==> src/rtl/bank_cmd_issuer_pkg.sv <==
// Shared types and default DRAM timing for the per-bank command issuer.
// The state and command enums and the counter preload helper live here.
package bank_cmd_pkg;

  localparam int unsigned DEF_T_RCD  = 17;
  localparam int unsigned DEF_T_RAS  = 32;
  localparam int unsigned DEF_T_RP   = 17;
  localparam int unsigned DEF_T_RTP  = 7;
  localparam int unsigned DEF_T_WR   = 14;
  localparam int unsigned DEF_T_RFC  = 34;
  localparam int unsigned DEF_T_REFI = 7800;
  localparam int unsigned DEF_BL     = 8;
  localparam int          DEF_ROWW   = 14;
  localparam int          DEF_COLW   = 10;

  localparam int CNT_W  = 8;
  localparam int REFI_W = 16;

  typedef enum logic [2:0] {
    ST_IDLE,
    ST_ACTIVATING,
    ST_OPEN,
    ST_PRECHARGING,
    ST_REFRESHING
  } bank_state_e;

  typedef enum logic [2:0] {
    CMD_NONE,
    CMD_ACT,
    CMD_RD,
    CMD_WR,
    CMD_PR,
    CMD_REF
  } bank_cmd_e;

  // A counter loaded with t-1 at the deciding edge reads zero in the cycle
  // whose decision lands the next command exactly t cycles after this one.
  function automatic logic [CNT_W-1:0] t_load(input int unsigned t);
    if (t == 0) return '0;
    if (t - 1 > (1 << CNT_W) - 1) return '1;
    return CNT_W'(t - 1);
  endfunction

endpackage

==> src/rtl/bank_cmd_issuer_if.sv <==
// Request and command bus between the controller front end, the issuer and
// the bank timing model.
interface bank_cmd_issuer_if
  import bank_cmd_pkg::*;
#(
  parameter int ROWW = DEF_ROWW,
  parameter int COLW = DEF_COLW
);
  logic            req_valid;
  logic            req_write;
  logic [ROWW-1:0] req_row;
  logic [COLW-1:0] req_col;
  logic            req_ready;

  logic            ACT;
  logic            RD;
  logic            WR;
  logic            PR;
  logic            REF;
  logic [ROWW-1:0] cmd_row;
  logic [COLW-1:0] cmd_col;
  logic            open_row_valid;
  logic            ref_pending;

  modport master (
    output req_valid, req_write, req_row, req_col,
    input  req_ready, ACT, RD, WR, PR, REF, cmd_row, cmd_col,
    input  open_row_valid, ref_pending
  );

  modport slave (
    input  req_valid, req_write, req_row, req_col,
    output req_ready, ACT, RD, WR, PR, REF, cmd_row, cmd_col,
    output open_row_valid, ref_pending
  );
endinterface

==> src/rtl/bank_cmd_issuer_timing_down_counter.sv <==
// Loadable down counter that saturates at zero; one instance tracks one
// bank timing constraint.
module timing_down_counter
  import bank_cmd_pkg::*;
(
  input  logic             clk,
  input  logic             rst,
  input  logic             load_i,
  input  logic [CNT_W-1:0] load_val_i,
  output logic             zero_o,
  output logic             near_o
);
  logic [CNT_W-1:0] cnt_q, cnt_d;

  always_comb begin
    cnt_d = cnt_q;
    if (load_i) begin
      cnt_d = load_val_i;
    end else if (cnt_q != '0) begin
      cnt_d = cnt_q - CNT_W'(1);
    end
  end

  always_ff @(posedge clk) begin
    if (rst) begin
      cnt_q <= '0;
    end else begin
      cnt_q <= cnt_d;
    end
  end

  assign zero_o = (cnt_q == '0);
  // Set one cycle before zero so a state can move on in time for the next decision.
  assign near_o = (cnt_q <= CNT_W'(1));

endmodule

==> src/rtl/bank_cmd_issuer.sv <==
// Open-page per-bank DRAM command issuer: turns front-end requests into
// ACT/RD/WR/PR/REF pulses that respect bank timing and periodic refresh.
module bank_cmd_issuer
  import bank_cmd_pkg::*;
#(
  parameter int unsigned T_RCD  = DEF_T_RCD,
  parameter int unsigned T_RAS  = DEF_T_RAS,
  parameter int unsigned T_RP   = DEF_T_RP,
  parameter int unsigned T_RTP  = DEF_T_RTP,
  parameter int unsigned T_WR   = DEF_T_WR,
  parameter int unsigned T_RFC  = DEF_T_RFC,
  parameter int unsigned T_REFI = DEF_T_REFI,
  parameter int unsigned BL     = DEF_BL,
  parameter int          ROWW   = DEF_ROWW,
  parameter int          COLW   = DEF_COLW
) (
  input logic               clk,
  input logic               rst,
  bank_cmd_issuer_if.slave  bus
);
  localparam int TC_RCD = 0;
  localparam int TC_RAS = 1;
  localparam int TC_RP  = 2;
  localparam int TC_RTP = 3;
  localparam int TC_WR  = 4;
  localparam int TC_RFC = 5;
  localparam int TC_COL = 6;
  localparam int TC_N   = 7;

  localparam logic [CNT_W-1:0] TC_VAL [TC_N] = '{
    t_load(T_RCD), t_load(T_RAS), t_load(T_RP), t_load(T_RTP),
    t_load(T_WR), t_load(T_RFC), t_load(BL)
  };

  bank_state_e     state_q, state_d;
  bank_cmd_e       issue;
  logic            act_q, rd_q, wr_q, pr_q, ref_q;
  logic [ROWW-1:0] cmd_row_q, cmd_row_d;
  logic [ROWW-1:0] open_row_q, open_row_d;
  logic [COLW-1:0] cmd_col_q, cmd_col_d;
  logic            open_row_valid_q, open_row_valid_d;
  logic            ref_pending_q, ref_pending_d;
  logic [REFI_W-1:0] refi_q, refi_d;
  logic            refi_expire;
  logic            req_ready;
  logic            row_hit;
  logic            pr_ok;

  logic [TC_N-1:0] tc_load, tc_zero, tc_near;
  logic            unused_near;

  for (genvar i = 0; i < TC_N; i++) begin : g_tc
    timing_down_counter u_cnt (
      .clk        (clk),
      .rst        (rst),
      .load_i     (tc_load[i]),
      .load_val_i (TC_VAL[i]),
      .zero_o     (tc_zero[i]),
      .near_o     (tc_near[i])
    );
  end

  assign unused_near = ^{tc_near[TC_RAS], tc_near[TC_RTP], tc_near[TC_WR], tc_near[TC_COL]};

  assign row_hit = (bus.req_row == open_row_q);
  assign pr_ok   = tc_zero[TC_RAS] & tc_zero[TC_RTP] & tc_zero[TC_WR] & tc_zero[TC_COL];

  // Decision stage: priority is refresh, then row-miss precharge, then column command.
  always_comb begin
    state_d          = state_q;
    issue            = CMD_NONE;
    req_ready        = 1'b0;
    open_row_d       = open_row_q;
    open_row_valid_d = open_row_valid_q;
    unique case (state_q)
      ST_IDLE: begin
        if (tc_zero[TC_RP] && tc_zero[TC_RFC]) begin
          if (ref_pending_q) begin
            issue   = CMD_REF;
            state_d = ST_REFRESHING;
          end else if (bus.req_valid) begin
            issue            = CMD_ACT;
            open_row_d       = bus.req_row;
            open_row_valid_d = 1'b1;
            state_d          = ST_ACTIVATING;
          end
        end
      end
      ST_ACTIVATING: begin
        if (tc_near[TC_RCD]) state_d = ST_OPEN;
      end
      ST_OPEN: begin
        if (ref_pending_q || (bus.req_valid && !row_hit)) begin
          if (pr_ok) begin
            issue            = CMD_PR;
            open_row_valid_d = 1'b0;
            state_d          = ST_PRECHARGING;
          end
        end else if (bus.req_valid && tc_zero[TC_COL] && tc_zero[TC_RCD]) begin
          req_ready = 1'b1;
          issue     = bus.req_write ? CMD_WR : CMD_RD;
        end
      end
      ST_PRECHARGING: begin
        if (tc_near[TC_RP]) state_d = ST_IDLE;
      end
      ST_REFRESHING: begin
        if (tc_near[TC_RFC]) state_d = ST_IDLE;
      end
      default: state_d = ST_IDLE;
    endcase
  end

  always_comb begin
    tc_load = '0;
    unique case (issue)
      CMD_ACT: begin tc_load[TC_RCD] = 1'b1; tc_load[TC_RAS] = 1'b1; end
      CMD_RD:  begin tc_load[TC_COL] = 1'b1; tc_load[TC_RTP] = 1'b1; end
      CMD_WR:  begin tc_load[TC_COL] = 1'b1; tc_load[TC_WR]  = 1'b1; end
      CMD_PR:  tc_load[TC_RP]  = 1'b1;
      CMD_REF: tc_load[TC_RFC] = 1'b1;
      default: tc_load = '0;
    endcase
  end

  always_comb begin
    cmd_row_d   = (issue == CMD_ACT) ? bus.req_row : cmd_row_q;
    cmd_col_d   = (issue == CMD_RD || issue == CMD_WR) ? bus.req_col : cmd_col_q;
    refi_expire = (refi_q <= REFI_W'(1));
    refi_d      = refi_expire ? REFI_W'(T_REFI) : refi_q - REFI_W'(1);
    // A second expiry while still pending is dropped, not counted.
    ref_pending_d = (ref_pending_q && (issue != CMD_REF)) || refi_expire;
  end

  // Command stage: one-cycle registered pulses follow the decision cycle.
  always_ff @(posedge clk) begin
    if (rst) begin
      state_q          <= ST_IDLE;
      act_q            <= 1'b0;
      rd_q             <= 1'b0;
      wr_q             <= 1'b0;
      pr_q             <= 1'b0;
      ref_q            <= 1'b0;
      cmd_row_q        <= '0;
      cmd_col_q        <= '0;
      open_row_valid_q <= 1'b0;
      ref_pending_q    <= 1'b0;
      refi_q           <= REFI_W'(T_REFI);
    end else begin
      state_q          <= state_d;
      act_q            <= (issue == CMD_ACT);
      rd_q             <= (issue == CMD_RD);
      wr_q             <= (issue == CMD_WR);
      pr_q             <= (issue == CMD_PR);
      ref_q            <= (issue == CMD_REF);
      cmd_row_q        <= cmd_row_d;
      cmd_col_q        <= cmd_col_d;
      open_row_valid_q <= open_row_valid_d;
      ref_pending_q    <= ref_pending_d;
      refi_q           <= refi_d;
    end
  end

  always_ff @(posedge clk) begin
    open_row_q <= open_row_d;
  end

  assign bus.req_ready      = req_ready;
  assign bus.ACT            = act_q;
  assign bus.RD             = rd_q;
  assign bus.WR             = wr_q;
  assign bus.PR             = pr_q;
  assign bus.REF            = ref_q;
  assign bus.cmd_row        = cmd_row_q;
  assign bus.cmd_col        = cmd_col_q;
  assign bus.open_row_valid = open_row_valid_q;
  assign bus.ref_pending    = ref_pending_q;

endmodule

==> src/flat_wrapper.sv <==
// flat-port wrapper written by rule: the top's interface ports become plain ports
module bank_cmd_issuer_flat import bank_cmd_pkg::*;
#(
  parameter int unsigned T_RCD  = DEF_T_RCD,
  parameter int unsigned T_RAS  = DEF_T_RAS,
  parameter int unsigned T_RP   = DEF_T_RP,
  parameter int unsigned T_RTP  = DEF_T_RTP,
  parameter int unsigned T_WR   = DEF_T_WR,
  parameter int unsigned T_RFC  = DEF_T_RFC,
  parameter int unsigned T_REFI = DEF_T_REFI,
  parameter int unsigned BL     = DEF_BL,
  parameter int          ROWW   = DEF_ROWW,
  parameter int          COLW   = DEF_COLW
)
  (clk, rst, bus_req_valid, bus_req_write, bus_req_row, bus_req_col, bus_req_ready, bus_ACT, bus_RD, bus_WR, bus_PR, bus_REF, bus_cmd_row, bus_cmd_col, bus_open_row_valid, bus_ref_pending);
  bank_cmd_issuer_if #(.ROWW(ROWW), .COLW(COLW)) bus_i ();
  input logic clk;
  input logic rst;
  input wire logic [$bits(bus_i.req_valid)-1:0] bus_req_valid;
  input wire logic [$bits(bus_i.req_write)-1:0] bus_req_write;
  input wire logic [$bits(bus_i.req_row)-1:0] bus_req_row;
  input wire logic [$bits(bus_i.req_col)-1:0] bus_req_col;
  output wire logic [$bits(bus_i.req_ready)-1:0] bus_req_ready;
  output wire logic [$bits(bus_i.ACT)-1:0] bus_ACT;
  output wire logic [$bits(bus_i.RD)-1:0] bus_RD;
  output wire logic [$bits(bus_i.WR)-1:0] bus_WR;
  output wire logic [$bits(bus_i.PR)-1:0] bus_PR;
  output wire logic [$bits(bus_i.REF)-1:0] bus_REF;
  output wire logic [$bits(bus_i.cmd_row)-1:0] bus_cmd_row;
  output wire logic [$bits(bus_i.cmd_col)-1:0] bus_cmd_col;
  output wire logic [$bits(bus_i.open_row_valid)-1:0] bus_open_row_valid;
  output wire logic [$bits(bus_i.ref_pending)-1:0] bus_ref_pending;
  assign bus_i.req_valid = bus_req_valid;
  assign bus_i.req_write = bus_req_write;
  assign bus_i.req_row = bus_req_row;
  assign bus_i.req_col = bus_req_col;
  assign bus_req_ready = bus_i.req_ready;
  assign bus_ACT = bus_i.ACT;
  assign bus_RD = bus_i.RD;
  assign bus_WR = bus_i.WR;
  assign bus_PR = bus_i.PR;
  assign bus_REF = bus_i.REF;
  assign bus_cmd_row = bus_i.cmd_row;
  assign bus_cmd_col = bus_i.cmd_col;
  assign bus_open_row_valid = bus_i.open_row_valid;
  assign bus_ref_pending = bus_i.ref_pending;
  bank_cmd_issuer #(.T_RCD(T_RCD), .T_RAS(T_RAS), .T_RP(T_RP), .T_RTP(T_RTP), .T_WR(T_WR), .T_RFC(T_RFC), .T_REFI(T_REFI), .BL(BL), .ROWW(ROWW), .COLW(COLW)) u_core (.clk(clk), .rst(rst), .bus(bus_i));
endmodule
==> config.mk <==
export PLATFORM = sky130hd
export DESIGN_NAME = bank_cmd_issuer_flat
export DESIGN_NICKNAME = d
export VERILOG_FILES = /design/src/rtl/bank_cmd_issuer_pkg.sv /design/src/rtl/bank_cmd_issuer_if.sv /design/src/rtl/bank_cmd_issuer_timing_down_counter.sv /design/src/rtl/bank_cmd_issuer.sv /design/src/flat_wrapper.sv
export SDC_FILE = /design/constraint.sdc
export NUM_CORES = 1
export LEC_CHECK = 0
export CELL_PAD_IN_SITES_DETAIL_PLACEMENT = 1
export CELL_PAD_IN_SITES_GLOBAL_PLACEMENT = 1
export CORE_MARGIN = 3
export CORE_UTILIZATION = 47
export DETAILED_ROUTE_END_ITERATION = 8
export GPL_ROUTABILITY_DRIVEN = 1
export PLACE_DENSITY_LB_ADDON = 0.1
export SYNTH_ARGS = -nofsm -noshare
export SYNTH_HDL_FRONTEND = slang
export SYNTH_SLANG_ARGS = --single-unit
==> constraint.sdc <==
create_clock -name clk -period 6.05 [get_ports clk]
set_input_delay 1.21 -clock clk [delete_from_list [all_inputs] [get_ports clk]]
set_output_delay 1.21 -clock clk [all_outputs]
set_load 0.005 [all_outputs]
==> metrics.md, run 1 <==
| Metric | Value |
|---|---|
| Largest stage delay on the critical path | `0.54 ns` |
| Finish-stage setup viols | `0` |
| Async S/R FF share, synth | `0` |
| Initial Util | `0.4884` |
| M3 GR Usage | `0.06845` |
| DIE WIDTH | `113.1 um` |
| DR DRC count | `0` |
| Ys flop type | `dfxtp_1` |
| Register bit total from synthesis | `120` |
| Area Overhead vs Synth | `24.36%` |
| Clock-pin slew on the worst setup and hold paths | `0.05 ns` |
| Post-CTS Setup Bufs | `0` |
| Sequential cell area fraction in the yosys report | `0.4719` |
| Commonest non-fill, non-tap cell in the layout | `dfxtp_1` |
| Root Buffer | `clkbuf_16` |
| Worst vdd ir | `284.8 uV` |
| CTS sink cnt | `120` |
| Setup CP Type | `primary input to primary output` |
| Largest net degree at the start of global routing | `43` |
| Layout cells sized above 1 | `0.07276` |
| Tcrit/Tclk final | `0.8066` |
| I/O pin count | `60` |
| Clk buf depth | `2` |
| PostCTS Resize Cnt | `0` |
| TritonCTS clock tree | `yes` |
| Slew HR | `0.2740` |
| Synthesized cell area | `0.005388 mm2` |
| Area fraction of the dominant cell type after synthesis | `0.3939` |
| Most frequent cells in the layout | `dfxtp_1, nor2_1, clkdlybuf4s50_1, a21oi_1, nor3_1` |
| Met1 usage | `0.2807` |
| CP max-delay cell | `clkdlybuf4s50_1` |
| Fin. Hold Viols | `0` |
| Post-Synthesis Cells | `572` |
| Routed WL | `around 14,000 um` |
| Antenna violations before repair | `0` |
| Busiest grt layer | `met2` |
| Routability Congestion | `0.8031` |
| Worst setup SP type | `primary input` |
| Post-synth EDFFs | `14` |
| Synth Warn # | `0` |
| Setup TNS | `0 ns` |
| Via-to-Cell Ratio | `5.547` |
| Hold buffers post-CTS | `0` |
| IO Port Bufs | `59` |
| Clock Latency Late Sink | `0.41 ns` |
| Max-Cap Viols | `0` |
| Via count | `4,360` |
| Drt pass-1 iters | `4` |
| Tot Pwr | `3.449 mW` |
| CP max FO | `13` |
| Top post-synthesis cells by area | `dfxtp_1, edfxtp_1, xor2_1, xnor2_1, nor2_1` |
| Core area | `0.01103 mm2` |
| CTS buffer count | `17` |
| Final ANT Viol Nets | `0` |
| Post-DP HPWL | `between 9000 and 10,000 um` |
| Die H | `113.1 um` |
| Worst slew pin tran | `1.089 ns` |
| RSZ-0062 raised after global routing | `no` |
| Lkg Pwr | `between 2 and 3 nW` |
| Vias in the first global route | `4,802` |
| GRT Overall Usage | `0.2351` |
| DRT iter0 DRCs | `223` |
| Met2 track demand over resource | `0.4001` |
| Outcome | `finished clean` |
| Critical path arrival | `approximately 3.7 ns` |
| Dpl cell area | `0.006077 mm2` |
| Final critical-path required period | `4.880 ns` |
| Die area | `0.01278 mm2` |
| CP Cell Sequence | `clkdlybuf4s50_1, xor2_1, nor4_1, and4_1, buf_4, nand2_1, inv_1, clkdlybuf4s50_1` |
| Max Freq | `204.9 MHz` |
| Critical Path RT | `4.84 ns` |
| Mean Syn Cell Area | `approximately 9.4 um2` |
| # H-tree levels | `4` |
| Worst path most repeated cell | `clkdlybuf4s50_1` |
| Antenna Cells | `0` |
| Global-route wire length before repair | `23,940 um` |
| Site Rows | `38` |
| Fillcell total | `approximately 1,300` |
| Grt ovf | `0` |
| Crit end category | `primary output` |
| Pins over their slew limit | `0` |
| Cell taking the most area after synthesis | `dfxtp_1` |
| Final #Nets | `680` |
| Power Dens Cells | `514.7 mW/mm2` |
| Mapped Nets | `619` |
| Design area | `0.006700 mm2` |
| Avg WL per Cell | `17.77 um` |
| Hold Path Class | `flip-flop to flip-flop` |
| Clock Skews | `~0.012 ns` |
| Library cells used by synthesis | `56` |
==> power breakdown <==
group | internal [mW] | switching (mW) | leakage [nW]
logic | 0.533 | 0.681 | 1.30
registers | 0.999 | 0.184 | 0.994
clock network | 0.704 | 0.349 | 0.297
total | 2.24 | 1.21 | 2.59
==> worst max-delay path: cells and delay by family <==
family,cells,cell delay [ns]
XOR/XNOR,1,0.20
buffers and inverters,4,1.44
AND/OR/NAND/NOR,3,0.81
==> cells in the mapped netlist, types with 4 or more instances <==
library cell,number
xnor2_1,30
nor4_1,12
nand2_1,34
nor3b_1,4
a2111oi_1,4
a21oi_1,41
dfxtp_1,106
o21ai_0,14
a211oi_1,4
edfxtp_1,14
inv_1,20
ha_1,19
nor2_1,69
xor2_1,34
nor3_1,39
nand2b_1,14
clkbuf_1,15
nand3_1,22
nand4_1,5
or3_1,4
mux2i_1,15
==> metrics by stage <==
step,util,setup WS (ns),hold slack [ns],cells
final,0.6074,1.170,0.4843,786
after global routing,0.6074,0.9407,0.5074,786
after floorplan,-,2.606,0.4397,572
after detailed placement,0.5509,1.176,0.4749,754
after CTS,0.6074,1.164,0.4889,786
after global placement,0.5509,1.243,0.4539,754
==> area by class of cell <==
type                    instances  area, um2  share of cell area
clock buffers                  26      509.2             0.07600
inverters                      20      75.07             0.01120
flip-flops and latches        120       2542              0.3795
well taps                     140      175.2             0.02614
multi-input cells             411       2669              0.3983
clock inverters                 6      113.9             0.01699
repair buffers                 63      615.6             0.09188
==> flip-flops by register name, summed over array words and instances, names as in the netlist, 3 cells and up <==
| signal | cells |
|---|---|
| u_core.g_tc.u_cnt.cnt_q | 56 |
| u_core.refi_q | 16 |
| u_core.bus.cmd_row | 14 |
| u_core.open_row_q | 14 |
| u_core.bus.cmd_col | 10 |
| u_core.state_q | 3 |
==> metal layers <==
layer | up-vias | wire, um
met5 | - | 0
met4 | 0 | 181
met3 | 17 | 656
met2 | 76 | 7068
li1 | 2126 | -
met1 | 2141 | 6061
==> logic make-up (layout without fill, tap and decap cells) <==
family                     after synthesis  after routing  synth area share
AOI/OAI and AO/OA                       79             79           0.09150
xor gates and xnor gates                64             64            0.1040
adders and majority gates               19             19           0.04412
buffers and inverters                   41            115           0.03391
DFF                                    120            120            0.4719
muxes                                   16             16           0.02996
and+or+nand+nor                        233            233            0.2246
==> final timing paths <==
kind | startpoint | endpoint | slack [ns] | depth (start not counted)
worst max-delay path | bus_req_row[2] | bus_req_ready | 1.17 | 8
worst min-delay path | u_core.refi_q[8]$_SDFF_PP0_ | u_core.refi_q[8]$_SDFF_PP0_ | 0.48 | 2
worst max register to register | u_core.g_tc[5].u_cnt.cnt_q[0]$_SDFFE_PP0P_ | u_core.bus.cmd_row[8]$_SDFFE_PP0N_ | 3.12 | 7
worst min register to register | u_core.refi_q[8]$_SDFF_PP0_ | u_core.refi_q[8]$_SDFF_PP0_ | 0.48 | 2
Note: power is estimated with default switching activity, not from simulation.
==> run 2: changes to the inputs <==
--- a/config.mk
+++ b/config.mk
@@ -8,7 +8,7 @@
 export CELL_PAD_IN_SITES_DETAIL_PLACEMENT = 1
 export CELL_PAD_IN_SITES_GLOBAL_PLACEMENT = 1
 export CORE_MARGIN = 3
-export CORE_UTILIZATION = 47
+export CORE_UTILIZATION = 39
 export DETAILED_ROUTE_END_ITERATION = 8
 export GPL_ROUTABILITY_DRIVEN = 1
 export PLACE_DENSITY_LB_ADDON = 0.1
==> constraint.sdc (replaced) <==
create_clock -name clk -period 4.15 [get_ports clk]
set_input_delay 0.83 -clock clk [delete_from_list [all_inputs] [get_ports clk]]
set_output_delay 0.83 -clock clk [all_outputs]
set_load 0.005 [all_outputs]
==> run 2 against run 1 <==
Against the previous run: final cell count up 5.1%; clock power up 51%; combinational power up 41%; global-route usage down 5.1 points; first-iteration DRC count up 17%; die area up 19%; count of clock-buffer cells in the layout down 8; sequential power up 45%; via count down 1.6%.
==> metrics.md, run 2 (synthesis results as in run 1) <==
| Metric | Value |
|---|---|
| Outcome | `finished clean` |
| Initial Util | `0.4021 (-0.08638)` |
| Via count | `4,292 (-1.6%)` |
| Pins over their slew limit | `0 (unchanged)` |
| CTS buffer count | `17 (unchanged)` |
| Post-DP HPWL | `9062 um (-2.7%)` |
| Tcrit/Tclk final | `0.9160` |
| Grt ovf | `0 (unchanged)` |
| GRT Overall Usage | `0.1837 (-0.05142)` |
| RSZ-0062 raised after global routing | `no` |
| I/O pin count | `60 (unchanged)` |
| # H-tree levels | `4 (unchanged)` |
| FF+latch area | `0.002542 mm2 (unchanged)` |
| Largest net degree at the start of global routing | `50 (+16%)` |
| PostCTS Resize Cnt | `0 (unchanged)` |
| Global-route wire length before repair | `21,710 um (-9.3%)` |
| Avg WL per Cell | `15.45 um (-13%)` |
| DR DRC count | `0 (unchanged)` |
| Area Overhead vs Synth | `26.13%` |
| Max FFs per register | `56 (unchanged)` |
| Fin. Hold Viols | `0 (unchanged)` |
| Hold Path Class | `flip-flop to flip-flop` |
| Final critical-path required period | `3.802 ns` |
| M3 GR Usage | `0.06404 (-0.004405)` |
| Biggest regs | `u_core.g_tc.u_cnt.cnt_q: 56 flops, u_core.refi_q: 16 flops` |
| Critical path arrival | `2.97 ns (-0.70 ns)` |
| Crit end category | `primary output` |
| DIE WIDTH | `123.5 um (+9.3%)` |
| CTS sink cnt | `120 (unchanged)` |
| Setup CP Type | `primary input to primary output` |
| Worst setup SP type | `primary input` |
| Critical Path RT | `3.32 ns (-1.52 ns)` |
| Setup TNS | `0 ns (unchanged)` |
| Antenna violations before repair | `0 (unchanged)` |
| Worst slew pin tran | `1.085 ns (-0.004215 ns)` |
| TritonCTS clock tree | `yes` |
| Antenna Cells | `0 (unchanged)` |
| Met1 usage | `0.2256 (-0.05509)` |
| Clock Skews | `0.01147 ns (-0.0007881 ns)` |
| Vias in the first global route | `4,507 (-6.1%)` |
| Reg with most FFs | `u_core.g_tc.u_cnt.cnt_q` |
| Final #Nets | `684 (+0.59%)` |
| Via-to-Cell Ratio | `5.196 (-6.3%)` |
| Multi-input logic area | `0.002669 mm2 (unchanged)` |
| Core area | `0.01340 mm2 (+21%)` |
| Most frequent cells in the layout | `dfxtp_1, nor2_1, clkdlybuf4s50_1, a21oi_1, nor3_1` |
| Tot Pwr | `5.016 mW (+45%)` |
| Routed WL | `12,760 um (-8.6%)` |
| Site Rows | `42 (+11%)` |
| Root Buffer | `clkbuf_16` |
| Post-CTS Setup Bufs | `0 (unchanged)` |
| Max-Cap Viols | `0 (unchanged)` |
| Clk buf depth | `2 (unchanged)` |
| Max Freq | `263.0 MHz` |
| Layout cells sized above 1 | `0.08308 (+0.01032)` |
| Clock-pin slew on the worst setup and hold paths | `0.06 ns (about the same)` |
| Fillcell total | `1,552 (+23%)` |
| Final ANT Viol Nets | `0 (unchanged)` |
| Die area | `0.01526 mm2 (+19%)` |
| Worst vdd ir | `371.2 uV (+30%)` |
| DRT iter0 DRCs | `260 (+17%)` |
| Drt pass-1 iters | `4 (unchanged)` |
| Met2 track demand over resource | `0.2970 (-0.1031)` |
| Clock Latency Late Sink | `0.42 ns (about the same)` |
| CP max FO | `6 (-7)` |
| Commonest non-fill, non-tap cell in the layout | `dfxtp_1` |
| Power Dens Cells | `738.2 mW/mm2 (+43%)` |
| Slew HR | `0.2768 (+0.002810)` |
| Hold buffers post-CTS | `0 (unchanged)` |
| Busiest grt layer | `met2` |
| IO Port Bufs | `59 (unchanged)` |
| Die H | `123.5 um (+9.3%)` |
| Finish-stage setup viols | `0 (unchanged)` |
| Lkg Pwr | `2.623 nW (+1.2%)` |
| Routability Congestion | `0.7663 (-4.6%)` |
## run 2: changes by cell type in the layout (fill, tap and decap cells not counted), sizes merged
| cell | previous run | this run |
|---|---|---|
| clkbuf | 26 | 18 |
| buf | 5 | 9 |
| clkinv | 1 | 5 |
| inv | 20 | 23 |
| bufinv | 3 | 4 |
## run 2: worst paths after layout
kind | depth (start not counted) | endpoint | startpoint | slack, ns
max | 7 | bus_req_ready | bus_req_row[2] | 0.35
min | 1 | u_core.refi_q[0]$_SDFF_PP0_ | u_core.refi_q[0]$_SDFF_PP0_ | 0.48
max reg2reg | 7 | u_core.bus.cmd_row[11]$_SDFFE_PP0N_ | u_core.g_tc[5].u_cnt.cnt_q[0]$_SDFFE_PP0P_ | 1.38
min reg2reg | 1 | u_core.refi_q[0]$_SDFF_PP0_ | u_core.refi_q[0]$_SDFF_PP0_ | 0.48
## run 2: final cells by class
class	count	share of cell area
clock buffer	18	0.06629
timing repair buffer	67	0.09501
inverter	20	0.01105
sequential	120	0.3741
multi-input combinational	411	0.3927
tap	176	0.03241
clock inverter	14	0.02836
## run 2: critical path, cell delays in order
cell	delay [ns]
clkdlybuf4s50_1	0.47
xor2_1	0.18
nor4_1	0.40
and4_1	0.29
nand2_1	0.08
inv_1	0.17
clkdlybuf4s50_1	0.54
## run 2: power by group
part           leakage, nW  total [mW]  internal, mW  switching, mW
sequential           0.994        1.71          1.46          0.258
combinational         1.32        1.71         0.775          0.935
clock                0.310        1.59          1.04          0.551
total                 2.62        5.02          3.27           1.74
## run 2: per-layer routing
layer | vias to the layer above | wire length [um]
li1 | 2128 | -
met1 | 2084 | 5965
met2 | 68 | 6016
met3 | 12 | 572
met4 | 0 | 209
met5 | - | 0
## run 2: metrics by stage
stage	instance area (um2)	utilization	worst slack [ns]	hold WS, ns	instances
floorplan	5388	-	0.8560	0.4397	572
global placement	6152	0.4591	0.3322	0.4538	794
detailed placement	6152	0.4591	0.2756	0.4747	794
CTS	6795	0.5071	0.3145	0.4818	826
global route	6795	0.5071	0.2370	0.5021	826
finish	6795	0.5071	0.3484	0.4797	826
==> run 3: changes to the inputs <==
--- a/config.mk
+++ b/config.mk
@@ -11,7 +11,9 @@
 export CORE_UTILIZATION = 39
 export DETAILED_ROUTE_END_ITERATION = 8
 export GPL_ROUTABILITY_DRIVEN = 1
-export PLACE_DENSITY_LB_ADDON = 0.1
+export GPL_TIMING_DRIVEN = 0
+export PLACE_DENSITY = 0.85
+export RECOVER_POWER = 100
 export SYNTH_ARGS = -nofsm -noshare
 export SYNTH_HDL_FRONTEND = slang
 export SYNTH_SLANG_ARGS = --single-unit
==> run 3 against run 2 <==
Against the previous run: via count grew 3.6%; clock skew grew 0.0024 ns; utilization decreased by 0.68 points; flip-flop and latch count unchanged; worst hold slack got worse by 0.0085 ns; critical path depth unchanged; final cell count rose by 1.5%; critical endpoint unchanged; largest cell class unchanged.
==> metrics.md, run 3 (synthesis results as in run 1) <==
| Metric | Value |
|---|---|
| Layout cells sized above 1 | `0.05740 (-0.02568)` |
| Global-route wire length before repair | `23,170 um (+6.7%)` |
| CP Cell Sequence | `clkdlybuf4s50_1, xor2_1, nor4_1, and4_2, nand2_1, inv_1, clkdlybuf4s50_1` |
| Dpl cell area | `0.006220 mm2 (+1.1%)` |
| Busiest grt layer | `met2` |
| Clk buf depth | `2 (unchanged)` |
| Lkg Pwr | `2.686 nW (+2.4%)` |
| Commonest non-fill, non-tap cell in the layout | `dfxtp_1` |
| Dpl ws | `0.02085 ns (-0.2548 ns)` |
| FF-to-FF Start | `u_core.g_tc[5].u_cnt.cnt_q[0]$_SDFFE_PP0P_` |
| GRT Overall Usage | `0.1970 (+0.01334)` |
| Fin. Hold Viols | `0 (unchanged)` |
| Max FFs per register | `56 (unchanged)` |
| Int Pwr | `3.106 mW (-5.1%)` |
| Post-Place Cells | `809 (+1.9%)` |
| Largest stage delay on the critical path | `0.53 ns (about the same)` |
| Post-DP HPWL | `10,180 um (+12%)` |
| Worst path most repeated cell | `clkdlybuf4s50_1` |
| Final critical-path required period | `3.960 ns (+0.1579 ns)` |
| Met1 usage | `0.2225 (-0.003082)` |
| Final #Nets | `699 (+2.2%)` |
| Max-Cap Viols | `0 (unchanged)` |
| DIE WIDTH | `123.5 um (unchanged)` |
| CTS buffer count | `17 (unchanged)` |
| Crit path launch | `bus_req_row[4]` |
| Hold_sp | `u_core.bus.cmd_col[7]$_SDFFE_PP0P_` |
| Vias in the first global route | `4,764 (+5.7%)` |
| Final cell count without fillers | `838 (+1.5%)` |
| Routability Congestion | `0.8156 (+6.4%)` |
| Most frequent cells in the layout | `dfxtp_1, nor2_1, a21oi_1, nor3_1, dlygate4sd3_1` |
| Pins over their slew limit | `0 (unchanged)` |
| Grt ovf | `0 (unchanged)` |
| Site Rows | `42 (unchanged)` |
| WHS | `0.4712 ns (-0.008467 ns)` |
| I/O pin count | `60 (unchanged)` |
| IO Port Bufs | `59 (unchanged)` |
| Fin util | `0.5003 (-0.006816)` |
| Fillcell total | `1,551 (-0.064%)` |
| Crit end category | `primary output` |
| Power Dens Cells | `724.3 mW/mm2 (-1.9%)` |
| Critical Path RT | `3.32 ns (about the same)` |
| Max Freq | `252.6 MHz (-4.0%)` |
| CP max FO | `6 (unchanged)` |
| Avg WL per Cell | `16.89 um (+9.3%)` |
| Setup TNS | `0 ns (unchanged)` |
| Tcrit/Tclk final | `0.9541 (+0.03805)` |
| Routed WL | `14,150 um (+11%)` |
| Area Overhead vs Synth | `24.43%` |
| Crit-path leading delay family | `buffers and inverters` |
| Clock-pin slew on the worst setup and hold paths | `0.05 ns (about the same)` |
| Root Buffer | `clkbuf_16` |
| Final ANT Viol Nets | `0 (unchanged)` |
| Antenna violations before repair | `0 (unchanged)` |
| Drt pass-1 iters | `4 (unchanged)` |
| Hold Path Class | `flip-flop to flip-flop` |
| Design area | `0.006704 mm2 (-1.3%)` |
| Met2 track demand over resource | `0.3425 (+0.04553)` |
| DR DRC count | `0 (unchanged)` |
| Via count | `4,446 (+3.6%)` |
| Hold buffers post-CTS | `0 (unchanged)` |
| DRT iter0 DRCs | `169 (-35%)` |
| RSZ-0062 raised after global routing | `no` |
| Core area | `0.01340 mm2 (unchanged)` |
| M3 GR Usage | `0.05627 (-0.007777)` |
| Die H | `123.5 um (unchanged)` |
| Setup CP Type | `primary input to primary output` |
| Worst slew pin tran | `1.109 ns (+0.02386 ns)` |
| Die area | `0.01526 mm2 (unchanged)` |
| Clock Skews | `0.01386 ns (+0.002387 ns)` |
| Post-route worst setup slack | `0.1905 ns (-0.1579 ns)` |
| Sw frac | `0.3604 (+0.01281)` |
| Sw power | `1.750 mW (+0.36%)` |
| Clock power share | `0.284 (-0.034)` |
| Initial Util | `0.4021 (unchanged)` |
| Slew HR | `0.2541 (-0.02272)` |
| Largest net degree at the start of global routing | `17 (-66%)` |
| CTS sink cnt | `120 (unchanged)` |
| Critical path arrival | `3.13 ns (+0.16 ns)` |
| Finish-stage setup viols | `0 (unchanged)` |
| # H-tree levels | `4 (unchanged)` |
| CP max-delay cell | `clkdlybuf4s50_1` |
| Clock Latency Late Sink | `0.43 ns (about the same)` |
| Antenna Cells | `0 (unchanged)` |
| Biggest regs | `u_core.g_tc.u_cnt.cnt_q: 56 flops, u_core.refi_q: 16 flops` |
| Via-to-Cell Ratio | `5.305 (+2.1%)` |
| Reg with most FFs | `u_core.g_tc.u_cnt.cnt_q` |
| Logic pwr share | `0.360 (+0.019)` |
| Worst setup SP type | `primary input` |
| Tot Pwr | `4.856 mW (-3.2%)` |
| Worst vdd ir | `286.8 uV (-23%)` |
| Flop pwr share | `0.356 (+0.014)` |
| Crit path buf inv count | `3 (unchanged)` |
| Outcome | `finished clean` |
| TritonCTS clock tree | `yes` |
[run 3: cell count changes in the layout (fill, tap and decap cells not counted), sizes merged, moves of 3 or more]
cell and change:
dlygate4sd3 +37, clkdlybuf4s50 -36, clkbuf +28, buf -7
bufinv -3, inv -3
[run 3: timing repair]
action,4_1_cts,5_1_grt
endpoints found under the hold margin,0,0
setup endpoints to repair,0,1
setup buffers,0,0
resized for setup,0,2
[run 3: per-layer routing]
layer  share of wire  vias to the layer above
met5               0                        -
met1            0.44                     2163
met2            0.50                      104
li1                -                     2160
met4           0.014                        0
met3           0.046                       19
[run 3: worst reg2reg max path, stage by stage (launching register included)]
cell and delay, ns:
dfxtp_1 0.35, inv_1 0.13, ha_1 0.20, nor3b_1 0.25, nand2_1 0.25, nor4_1 0.99, clkbuf_1 0.40, clkbuf_1 0.45
[run 3: worst paths after layout]
check,endpoint,slack (ns),depth (start not counted)
min,u_core.bus.cmd_col[7]$_SDFFE_PP0P_,0.47,2
min reg2reg,u_core.bus.cmd_col[7]$_SDFFE_PP0P_,0.47,2
max,bus_req_ready,0.19,7
max reg2reg,u_core.open_row_q[7]$_DFFE_PP_,0.77,7
[run 3: power by group through the flow]
stage	clock [mW]	sequential (mW)	combinational, mW
after floorplan	0	1.67	1.38
after global placement	0	1.71	1.64
after detailed placement	0	1.74	1.76
after CTS	1.40	1.73	1.81
after global routing	1.45	1.77	1.98
final	1.38	1.73	1.75
[run 3: cell type report]
| cell class | instances | area, um2 | area share |
|---|---|---|---|
| Inverter | 20 | 75.07 | 0.01120 |
| Clock buffer | 25 | 495.5 | 0.07391 |
| Sequential cell | 120 | 2542 | 0.3792 |
| Clock inverter | 4 | 45.04 | 0.006719 |
| Tap cell | 176 | 220.2 | 0.03285 |
| Timing Repair Buffer | 61 | 598.1 | 0.08921 |
| Buffer | 21 | 87.58 | 0.01306 |
| Multi-Input combinational cell | 411 | 2640 | 0.3938 |
